==> src/rtl/count_readout_tx_pkg.sv <==
// -----------------------------------------------------------------------------
// count_readout_tx_pkg
// Shared definitions for the count readout return path:
//   - WORD_W          : width of one link word (16)
//   - HDR_TAG_DEFAULT : default upper byte of the header word (8'hA5)
//   - state_t         : framer FSM state encoding
// -----------------------------------------------------------------------------
package count_readout_tx_pkg;

  localparam int         WORD_W          = 16;
  localparam logic [7:0] HDR_TAG_DEFAULT = 8'hA5;

  typedef enum logic [1:0] {
    ST_IDLE = 2'd0,
    ST_HDR  = 2'd1,
    ST_DATA = 2'd2,
    ST_CSUM = 2'd3
  } state_t;

endpackage

==> src/rtl/count_readout_tx_snapshot.sv <==
// -----------------------------------------------------------------------------
// count_snapshot
// Holds the most recent photon-count snapshot until the framer consumes it,
// and flags (sticky) when an unread snapshot gets overwritten.
// Ports:
//   CLK, RST      : clock, synchronous active-high reset
//   i_count_value : counter value, captured when i_count_done=1
//   i_count_done  : one-cycle capture pulse
//   i_consume     : framer takes the current snapshot on this edge
//   i_clr_ovr     : one-cycle clear of the overrun flag
//   o_snap        : snapshot value
//   o_snap_valid  : snapshot present and not yet consumed
//   o_overrun     : sticky overwrite flag
// -----------------------------------------------------------------------------
module count_snapshot #(
  parameter int CNT_W = 32
) (
  input  logic             CLK,
  input  logic             RST,
  input  logic [CNT_W-1:0] i_count_value,
  input  logic             i_count_done,
  input  logic             i_consume,
  input  logic             i_clr_ovr,
  output logic [CNT_W-1:0] o_snap,
  output logic             o_snap_valid,
  output logic             o_overrun
);

  logic [CNT_W-1:0] r_snap;
  logic             r_snap_valid;
  logic             r_overrun;
  logic             w_ovr_set;

  // Overwriting a snapshot that is being consumed on the same edge loses
  // nothing, so only an unconsumed overwrite counts as an overrun.
  assign w_ovr_set = i_count_done & r_snap_valid & ~i_consume;

  always_ff @(posedge CLK) begin
    if (RST) begin
      r_snap       <= '0;
      r_snap_valid <= 1'b0;
      r_overrun    <= 1'b0;
    end else begin
      if (i_count_done) begin
        r_snap       <= i_count_value;
        r_snap_valid <= 1'b1;
      end else if (i_consume) begin
        r_snap_valid <= 1'b0;
      end

      // Set has priority over clear.
      if (w_ovr_set) begin
        r_overrun <= 1'b1;
      end else if (i_clr_ovr) begin
        r_overrun <= 1'b0;
      end
    end
  end

  assign o_snap       = r_snap;
  assign o_snap_valid = r_snap_valid;
  assign o_overrun    = r_overrun;

endmodule

==> src/rtl/count_readout_tx.sv <==
// -----------------------------------------------------------------------------
// count_readout_tx
// Frames the photon-count result and streams it to the SPI slave transmitter
// as 16-bit words: header {HDR_TAG, SEQ}, CNT_W/16 count words (MS first),
// then the XOR checksum of all preceding words.
// Ports:
//   CLK, RST     : clock, synchronous active-high reset
//   COUNT_VALUE  : photon count, sampled while COUNT_DONE=1
//   COUNT_DONE   : one-cycle pulse, counting window finished
//   READ_DATA    : controller level; rising edge requests one frame
//   CLR_OVR      : one-cycle pulse, clears OVERRUN
//   TX_READY     : transmitter accepts a word
//   TX_WORD      : word offered
//   TX_VALID     : TX_WORD valid
//   BUSY         : frame in flight
//   OVERRUN      : sticky, an unread snapshot was overwritten
//   SEQ          : completed frames modulo 256
// -----------------------------------------------------------------------------
module count_readout_tx
  import count_readout_tx_pkg::*;
#(
  parameter int         CNT_W   = 32,
  parameter logic [7:0] HDR_TAG = HDR_TAG_DEFAULT
) (
  input  logic             CLK,
  input  logic             RST,
  input  logic [CNT_W-1:0] COUNT_VALUE,
  input  logic             COUNT_DONE,
  input  logic             READ_DATA,
  input  logic             CLR_OVR,
  input  logic             TX_READY,
  output logic [15:0]      TX_WORD,
  output logic             TX_VALID,
  output logic             BUSY,
  output logic             OVERRUN,
  output logic [7:0]       SEQ
);

  // Index of the last count word; CNT_W is at most 64, so 3 bits suffice.
  localparam logic [2:0] N_IDX = 3'(CNT_W / WORD_W);

  state_t             r_state;
  state_t             w_state_next;
  logic               r_rd_prev;
  logic               r_req_pend;
  logic [CNT_W-1:0]   r_shift;
  logic [2:0]         r_idx;
  logic [WORD_W-1:0]  r_csum;
  logic [WORD_W-1:0]  r_word;
  logic               r_valid;
  logic [7:0]         r_seq;

  logic [CNT_W-1:0]   w_snap;
  logic               w_snap_valid;
  logic               w_overrun;
  logic               w_xfer;
  logic               w_launch;
  logic               w_rise;
  logic               w_last_data;
  logic [WORD_W-1:0]  w_hdr_word;
  logic [WORD_W-1:0]  w_next_data;

  assign w_xfer      = r_valid & TX_READY;
  assign w_launch    = (r_state == ST_IDLE) & r_req_pend & w_snap_valid;
  // Edge detect compares the live input with last cycle's sample, so the
  // request is pending one edge after the rise and launches on the next.
  assign w_rise      = READ_DATA & ~r_rd_prev;
  assign w_last_data = (r_idx == N_IDX);
  assign w_hdr_word  = {HDR_TAG, r_seq};
  assign w_next_data = r_shift[CNT_W-1 -: WORD_W];

  count_snapshot #(
    .CNT_W (CNT_W)
  ) u_snapshot (
    .CLK           (CLK),
    .RST           (RST),
    .i_count_value (COUNT_VALUE),
    .i_count_done  (COUNT_DONE),
    .i_consume     (w_launch),
    .i_clr_ovr     (CLR_OVR),
    .o_snap        (w_snap),
    .o_snap_valid  (w_snap_valid),
    .o_overrun     (w_overrun)
  );

  always_comb begin
    w_state_next = r_state;
    case (r_state)
      ST_IDLE: if (w_launch)                  w_state_next = ST_HDR;
      ST_HDR:  if (w_xfer)                    w_state_next = ST_DATA;
      ST_DATA: if (w_xfer && w_last_data)     w_state_next = ST_CSUM;
      ST_CSUM: if (w_xfer)                    w_state_next = ST_IDLE;
      default:                                w_state_next = ST_IDLE;
    endcase
  end

  always_ff @(posedge CLK) begin
    if (RST) begin
      r_state    <= ST_IDLE;
      r_rd_prev  <= 1'b0;
      r_req_pend <= 1'b0;
      r_shift    <= '0;
      r_idx      <= '0;
      r_csum     <= '0;
      r_word     <= '0;
      r_valid    <= 1'b0;
      r_seq      <= '0;
    end else begin
      r_state   <= w_state_next;
      r_rd_prev <= READ_DATA;

      // Edges while a request is pending or a frame is running are dropped.
      if (w_launch) begin
        r_req_pend <= 1'b0;
      end else if (w_rise && !r_req_pend && r_state == ST_IDLE) begin
        r_req_pend <= 1'b1;
      end

      case (r_state)
        ST_IDLE: begin
          if (w_launch) begin
            r_shift <= w_snap;
            r_word  <= w_hdr_word;
            r_csum  <= w_hdr_word;
            r_valid <= 1'b1;
          end
        end
        ST_HDR: begin
          if (w_xfer) begin
            r_word  <= w_next_data;
            r_csum  <= r_csum ^ w_next_data;
            r_shift <= r_shift << WORD_W;
            r_idx   <= 3'd1;
          end
        end
        ST_DATA: begin
          if (w_xfer) begin
            if (w_last_data) begin
              // Accumulator already holds header ^ every count word.
              r_word <= r_csum;
            end else begin
              r_word  <= w_next_data;
              r_csum  <= r_csum ^ w_next_data;
              r_shift <= r_shift << WORD_W;
              r_idx   <= r_idx + 3'd1;
            end
          end
        end
        ST_CSUM: begin
          if (w_xfer) begin
            r_word  <= '0;
            r_valid <= 1'b0;
            r_seq   <= r_seq + 8'd1;
          end
        end
        default: ;
      endcase
    end
  end

  assign TX_WORD  = r_word;
  assign TX_VALID = r_valid;
  assign BUSY     = (r_state != ST_IDLE);
  assign OVERRUN  = w_overrun;
  assign SEQ      = r_seq;

endmodule

==> config.mk <==
export PLATFORM = sky130hd
export DESIGN_NAME = count_readout_tx
export DESIGN_NICKNAME = d
export VERILOG_FILES = /design/src/rtl/count_readout_tx_pkg.sv /design/src/rtl/count_readout_tx_snapshot.sv /design/src/rtl/count_readout_tx.sv
export SDC_FILE = /design/constraint.sdc
export NUM_CORES = 1
export LEC_CHECK = 0
export CORE_ASPECT_RATIO = 1.4
export CORE_UTILIZATION = 55
export CTS_CLUSTER_DIAMETER = 50
export CTS_CLUSTER_SIZE = 40
export DETAILED_ROUTE_END_ITERATION = 10
export DONT_BUFFER_PORTS = 1
export MAX_ROUTING_LAYER = met4
export PLACE_DENSITY = 0.73
export SKIP_LAST_GASP = 1
export SYNTH_ARGS = -nofsm -noshare
export SYNTH_HDL_FRONTEND = slang
export SYNTH_HIERARCHICAL = 1
export SYNTH_SLANG_ARGS = --single-unit
==> constraint.sdc <==
create_clock -name CLK -period 2.1 [get_ports CLK]
set_clock_uncertainty 0.05 [all_clocks]
set_input_delay 0.21 -clock CLK [delete_from_list [all_inputs] [get_ports CLK]]
set_output_delay 0.21 -clock CLK [all_outputs]
set_load 0.02 [all_outputs]
## Yosys cells after proc, flatten, opt, wreduce, memory -nomap -nowiden

Index checks and enable logic that the tools add are counted.

| storage, ports and cells | value |
|---|---|
| output and inout port bits | 27 |
| flip-flop bits (word level) | 114 |
| input port bits | 38 |

| cells by class | value |
|---|---|
| bitwise operators | 9 |
| $add $sub $neg | 2 |
| reductions and logical operators | 18 |
| muxes and demuxes | 31 |
| eq/ne operators | 10 |

Operators by type and width:

| kind | count |
|---|---|
| 2-to-1 mux 16 bit | 8 |
| 2-to-1 mux 32 bit | 4 |
| case mux 32 bit (3 select lines) | 1 |
| case mux 16 bit (4 select lines) | 1 |
| case mux 16 bit (3 select lines) | 1 |
| bitwise XOR 16 bit | 1 |
| AND reduction 4 bit | 3 |
| inequality test 2 bit (second input constant) | 5 |
| nonzero test 2 bit | 5 |
| 2-to-1 mux 3 bit | 3 |
| adder 8 x 1 -> 8 bit (second input constant) | 1 |
| 2-to-1 mux 2 bit | 4 |
| case mux 2 bit (4 select lines) | 1 |
| AND 1 bit | 6 |
| 2-to-1 mux 1 bit | 6 |
| case mux 3 bit (2 select lines) | 1 |
| AND reduction 5 bit | 1 |
| == test 2 bit (second input constant) | 2 |
| adder 3 x 1 -> 3 bit (second input constant) | 1 |
| == test 3 x 2 -> 1 bit (second input constant) | 1 |
| logical AND 1 bit | 3 |
| AND reduction 3 bit | 1 |
| nonzero test 3 bit | 1 |
| == test 2 x 1 -> 1 bit (second input constant) | 1 |
| 7 further kinds | 8 |

## Longest topological paths before layout

| depth | value |
|---|---|
| depth in word-level cells | 6 |
| mapped depth | 8 |
| gate-level depth less buffers | 6 |

## By module

Netlist, hierarchy kept.

Modules (own cells, without submodules):

| module | sequential area each (um^2) | cells an instance | area each (um^2) | times used |
|---|---|---|---|---|
| count_readout_tx | 1601.5 | 422 | 3842.4 | 1 |
| count_snapshot | 680.7 | 111 | 1272.5 | 1 |

## Least setup slack after synthesis

No wires, ideal clock.

| path | value |
|---|---|
| path type | register -> register |
| from | register r_state[0] |
| to | register r_csum[15] |
| arrival | 2.080 ns |
| period minus slack after synthesis | 2.216 ns |
| path slack | -0.116 ns |
| stages on the path, launching flop included | 8 |
| path through | dfxtp_1 inv_1 ha_1 or2_4 a2111oi_4 buf_6 o21ai_2 a221oi_2 |

| on the way | value |
|---|---|
| word-level cells in the longest chain between the ends | 5 |
| elaborated cells between the ends (all ways) | 12 |
| those cells by class | 6 x eq/ne; 1 x mux; 2 x bitwise; 3 x reduce/logical |

Ends and longest elaborated chain:

| what | line | source |
|---|---|---|
| start, declared | count_readout_tx.sv:42 | `state_t r_state;` |
| start signal, assigned | count_readout_tx.sv:109 | `r_state <= w_state_next;` |
| logical NOT 2 bit | count_readout_tx.sv:64, count_readout_tx.sv:119 |  |
| AND 1 bit (2 in a row) | count_readout_tx.sv:64 | `assign w_launch = (r_state == ST_IDLE) & r_req_pend & w_snap_valid;` |
| inequality test 2 x 1 -> 1 bit (no line) | n/a |  |
| AND reduction 5 bit (no line) | n/a |  |
| end signal, assigned | count_readout_tx.sv:124 | `r_csum <= w_hdr_word;` |
| end signal, assigned | count_readout_tx.sv:131 | `r_csum <= r_csum ^ w_next_data;` |
| end signal, assigned | count_readout_tx.sv:143 | `r_csum <= r_csum ^ w_next_data;` |
| end, declared | count_readout_tx.sv:48 | `logic [WORD_W-1:0] r_csum;` |

Several ways; a longest one is shown, not always the timed one.
A chain may end at the register's enable or synchronous reset.

## Final worst setup path

| path | value |
|---|---|
| from | register r_state[0] |
| to | register r_csum[5] |

Same word-level chain as after synthesis.

==> flow_summary_export.csv <==
group,metric,value,unit
clocking,cts.root.buffer_cell,"clkbuf_16",
detailed_routing,drcViolationCount,0,
detailed_routing,routed_wl,13000,µm
detailed_routing,drtPass1Iterations,5,
clocking,htreeDepth,4,
sta,fin_crit,2.13,ns
clocking,cts_buffers,17,
place,dpl.cell_count,626,
die,core-area,9030,µm²
global_routing,grt_start_max_net_pins,124,
sta,finalMaxSlewViolations,0,
place,dp_hpwl,7330,µm
power_and_ir_drop,power,0.00815,W
synth,synth_seq_area_share,44.6,%
synth,yosys.cell_types.count,49,
synth,synth_top_cell_area_share,44.6,%
sta,fmax,469,MHz
power_and_ir_drop,power_density,1250,nW/µm²
synth,synth_edf_count,0,
sta,timing.final.ws_setup,-0.0315,ns
synth,ys_top_cells_by_count,"dfxtp_1 (114), nor2_1 (68), mux2i_1 (49)",
cells_and_area,antenna_cells,0,
clocking,clock-sinks,114,
cells_and_area,multi_input_area,2580,µm²
die,pin_count,65,
die,dieHeight,116,µm
status,violations,"negative hold slack, negative setup slack",
die,dieArea,9690,µm²
status,status,"finished with violations",
die,start_util,56.7,%
global_routing,grt_first_pass_wirelength,19200,µm
global_routing,grt-ovfl-total,0,
synth,syn-instance-count,533,
detailed_routing,vias,4394,
synth,ys_async_sr_fraction,0,%
cells_and_area,areaGrowthSynthToFinish,27.4,%
synth,synth-seq-cells,114,
global_routing,grtUsageMet2,43.0,%
worst_setup_path,cp_max_fo,8,
sta,finalSetupViolCount,1,
clocking,clk_path_buf_depth,2,
clocking,path_clk_slew,0.05,ns
worst_setup_path,required,2.38,ns
synth,avgSynthCellArea,9.60,µm²
global_routing,use_met3,7.42,%
place,routabilityCongestion,0.761,
global_routing,grt.busiest_layer,"met2",
place,portBuffers,0,
sta,maxSlewHeadroom,47.5,%
cells_and_area,stdcell_count,714,
detailed_routing,drt_iter0_drc,399,
worst_setup_path,critPathLaunchType,"flip-flop",
sta,rsz0062_at_grt,"yes",
synth,synthTopCellsByArea,"dfxtp_1 (45%), mux2i_1 (9.6%), nor2_1 (5.0%)",
worst_setup_path,crit_arrival,2.41,ns
cells_and_area,num-fill-cells,652,
synth,yosysTopAreaCell,"dfxtp_1",
synth,ys.flop_type,"dfxtp_1",
hold_path,hold_class,"input port to flip-flop",
worst_setup_path,crit_type,"flip-flop to flip-flop",
sta,finalHoldViolations,67,
synth,yosysWarnings,6,
detailed_routing,viasPerCell,6.15,
sta,holdWs,-0.186,ns
cells_and_area,finish.utilization,72.2,%
detailed_routing,antenna_left,0,
cells_and_area,layout-drive-gt1-share,18.3,%
cells_and_area,regArea,2280,µm²
global_routing,grt_pass1_vias,3954,
worst_setup_path,endpoint_kind,"flip-flop",
power_and_ir_drop,vdd_drop_max,1.14,mV
synth,synth.most_common_cell,"dfxtp_1",
sta,timing.final.crit_share,102,%
global_routing,grt_usage,25.7,%
clocking,clock_latency,0.42,ns
job,max_cap_violations,0,
synth,synth_nets,579,
die,rows,41,
global_routing,antenna_found_initial,0,
cells_and_area,fin_nets,642,
synth,syn_area,5110,µm²
die,die_w,83.5,µm
sta,tightest_slew,0.787,ns
global_routing,grt_use_met1,30.2,%
clocking,cts_tree,"built",
detailed_routing,avgRoutedWirePerCell,18.2,µm
power_and_ir_drop,p_leak,2.55,nW
## cells in the final DEF, fill, tap and decap left out, drive strengths merged, types with 4 or more instances in the layout
cell,instances
mux2i,49
a221oi,13
and3,5
o41ai,8
buf,40
nor2b,9
xor2,5
a21oi,22
or2,4
a211oi,24
clkbuf,30
ha,8
clkinv,4
nand3,18
a31oi,20
nand4b,12
nor2,68
inv,8
a22oi,4
nand3b,16
nand2,37
dlygate4sd3,43
nor3b,8
o21ai,9
dfxtp,114
## final timing paths
| check | from | endpoint | slack, ns | depth (start not counted) |
|---|---|---|---|---|
| min | RST | r_idx[0] | -0.19 | 1 |
| min reg2reg | r_shift[2] | r_shift[2] | 0.39 | 2 |
| max reg2reg | r_state[0] | r_csum[5] | -0.03 | 8 |
| max | r_state[0] | r_csum[5] | -0.03 | 8 |
## per-stage QoR
stage | setup TNS [ns] | cell area, µm² | worst slack (ns) | hold WS (ns)
2_1_floorplan | 0 | 5130 | 0.00578 | 0.288
3_3_place_gp | -0.00148 | 5220 | -0.00106 | 0.237
3_5_place_dp | -2.40 | 5220 | -0.146 | 0.239
4_1_cts | -0.0526 | 6200 | -0.0256 | -0.193
5_1_grt | -0.792 | 6520 | -0.0688 | -0.198
6_report | -0.0315 | 6520 | -0.0315 | -0.186
## final cells by class
cell class                 count  area share (%)
clock buffer                  25            7.91
clock inverter                 5           0.768
inverter                       8           0.461
multi-input combinational    367            39.5
sequential                   114            35.1
tap                          107            2.05
timing repair buffer          88            14.2
## what timing repair did
item                       4_1_cts  5_1_grt
setup endpoints to repair       26       61
setup buffers                    1        9
pin swaps                        0       11
hold endpoints to repair       114       73
gates resized for setup          2       20
hold buffers                    41        2
gates cloned                     0        5
## flip-flops by register name (all words and copies together) (netlist names)
signal / count
r_shift: 32
u_snapshot/o_snap: 32
TX_WORD: 16
r_csum: 16
SEQ: 8
r_idx: 3
r_state: 2
TX_VALID: 1
r_rd_prev: 1
r_req_pend: 1
u_snapshot/o_overrun: 1
u_snapshot/o_snap_valid: 1
## routing by layer
layer / part of all wire (%) / vias up
met2: 51 / 156
met5: 0 / -
met1: 41 / 2153
li1: - / 2056
met3: 5.5 / 29
met4: 1.7 / 0
## worst max-delay path, cell delays in order (launching register included)
cell       delay (ns)
dfxtp_2          0.32
buf_4            0.14
ha_2             0.21
or2_4            0.25
a2111oi_4        0.34
buf_6            0.26
clkbuf_16        0.17
nand4b_1         0.10
a31oi_1          0.21
## kinds of logic after synthesis
kind of cell               count (synthesis)  share of synthesized area [%]
buffers and inverters                     52                           6.58
xor gates and xnor gates                   8                           1.37
muxes                                     49                           9.59
AOI/OAI and AO/OA                        109                           16.5
DFF                                      114                           44.6
and+or+nand+nor                          193                           19.4
adders and majority gates                  8                           1.96
## report_power, final
| group | leakage, nW | switching [W] | total (W) | internal, W |
|---|---|---|---|---|
| combinational | 1.33 | 0.00141 | 0.00269 | 0.00128 |
| clock | 0.285 | 0.000955 | 0.00274 | 0.00179 |
| sequential | 0.931 | 0.000276 | 0.00271 | 0.00243 |
(Power assumes the default switching activity.)
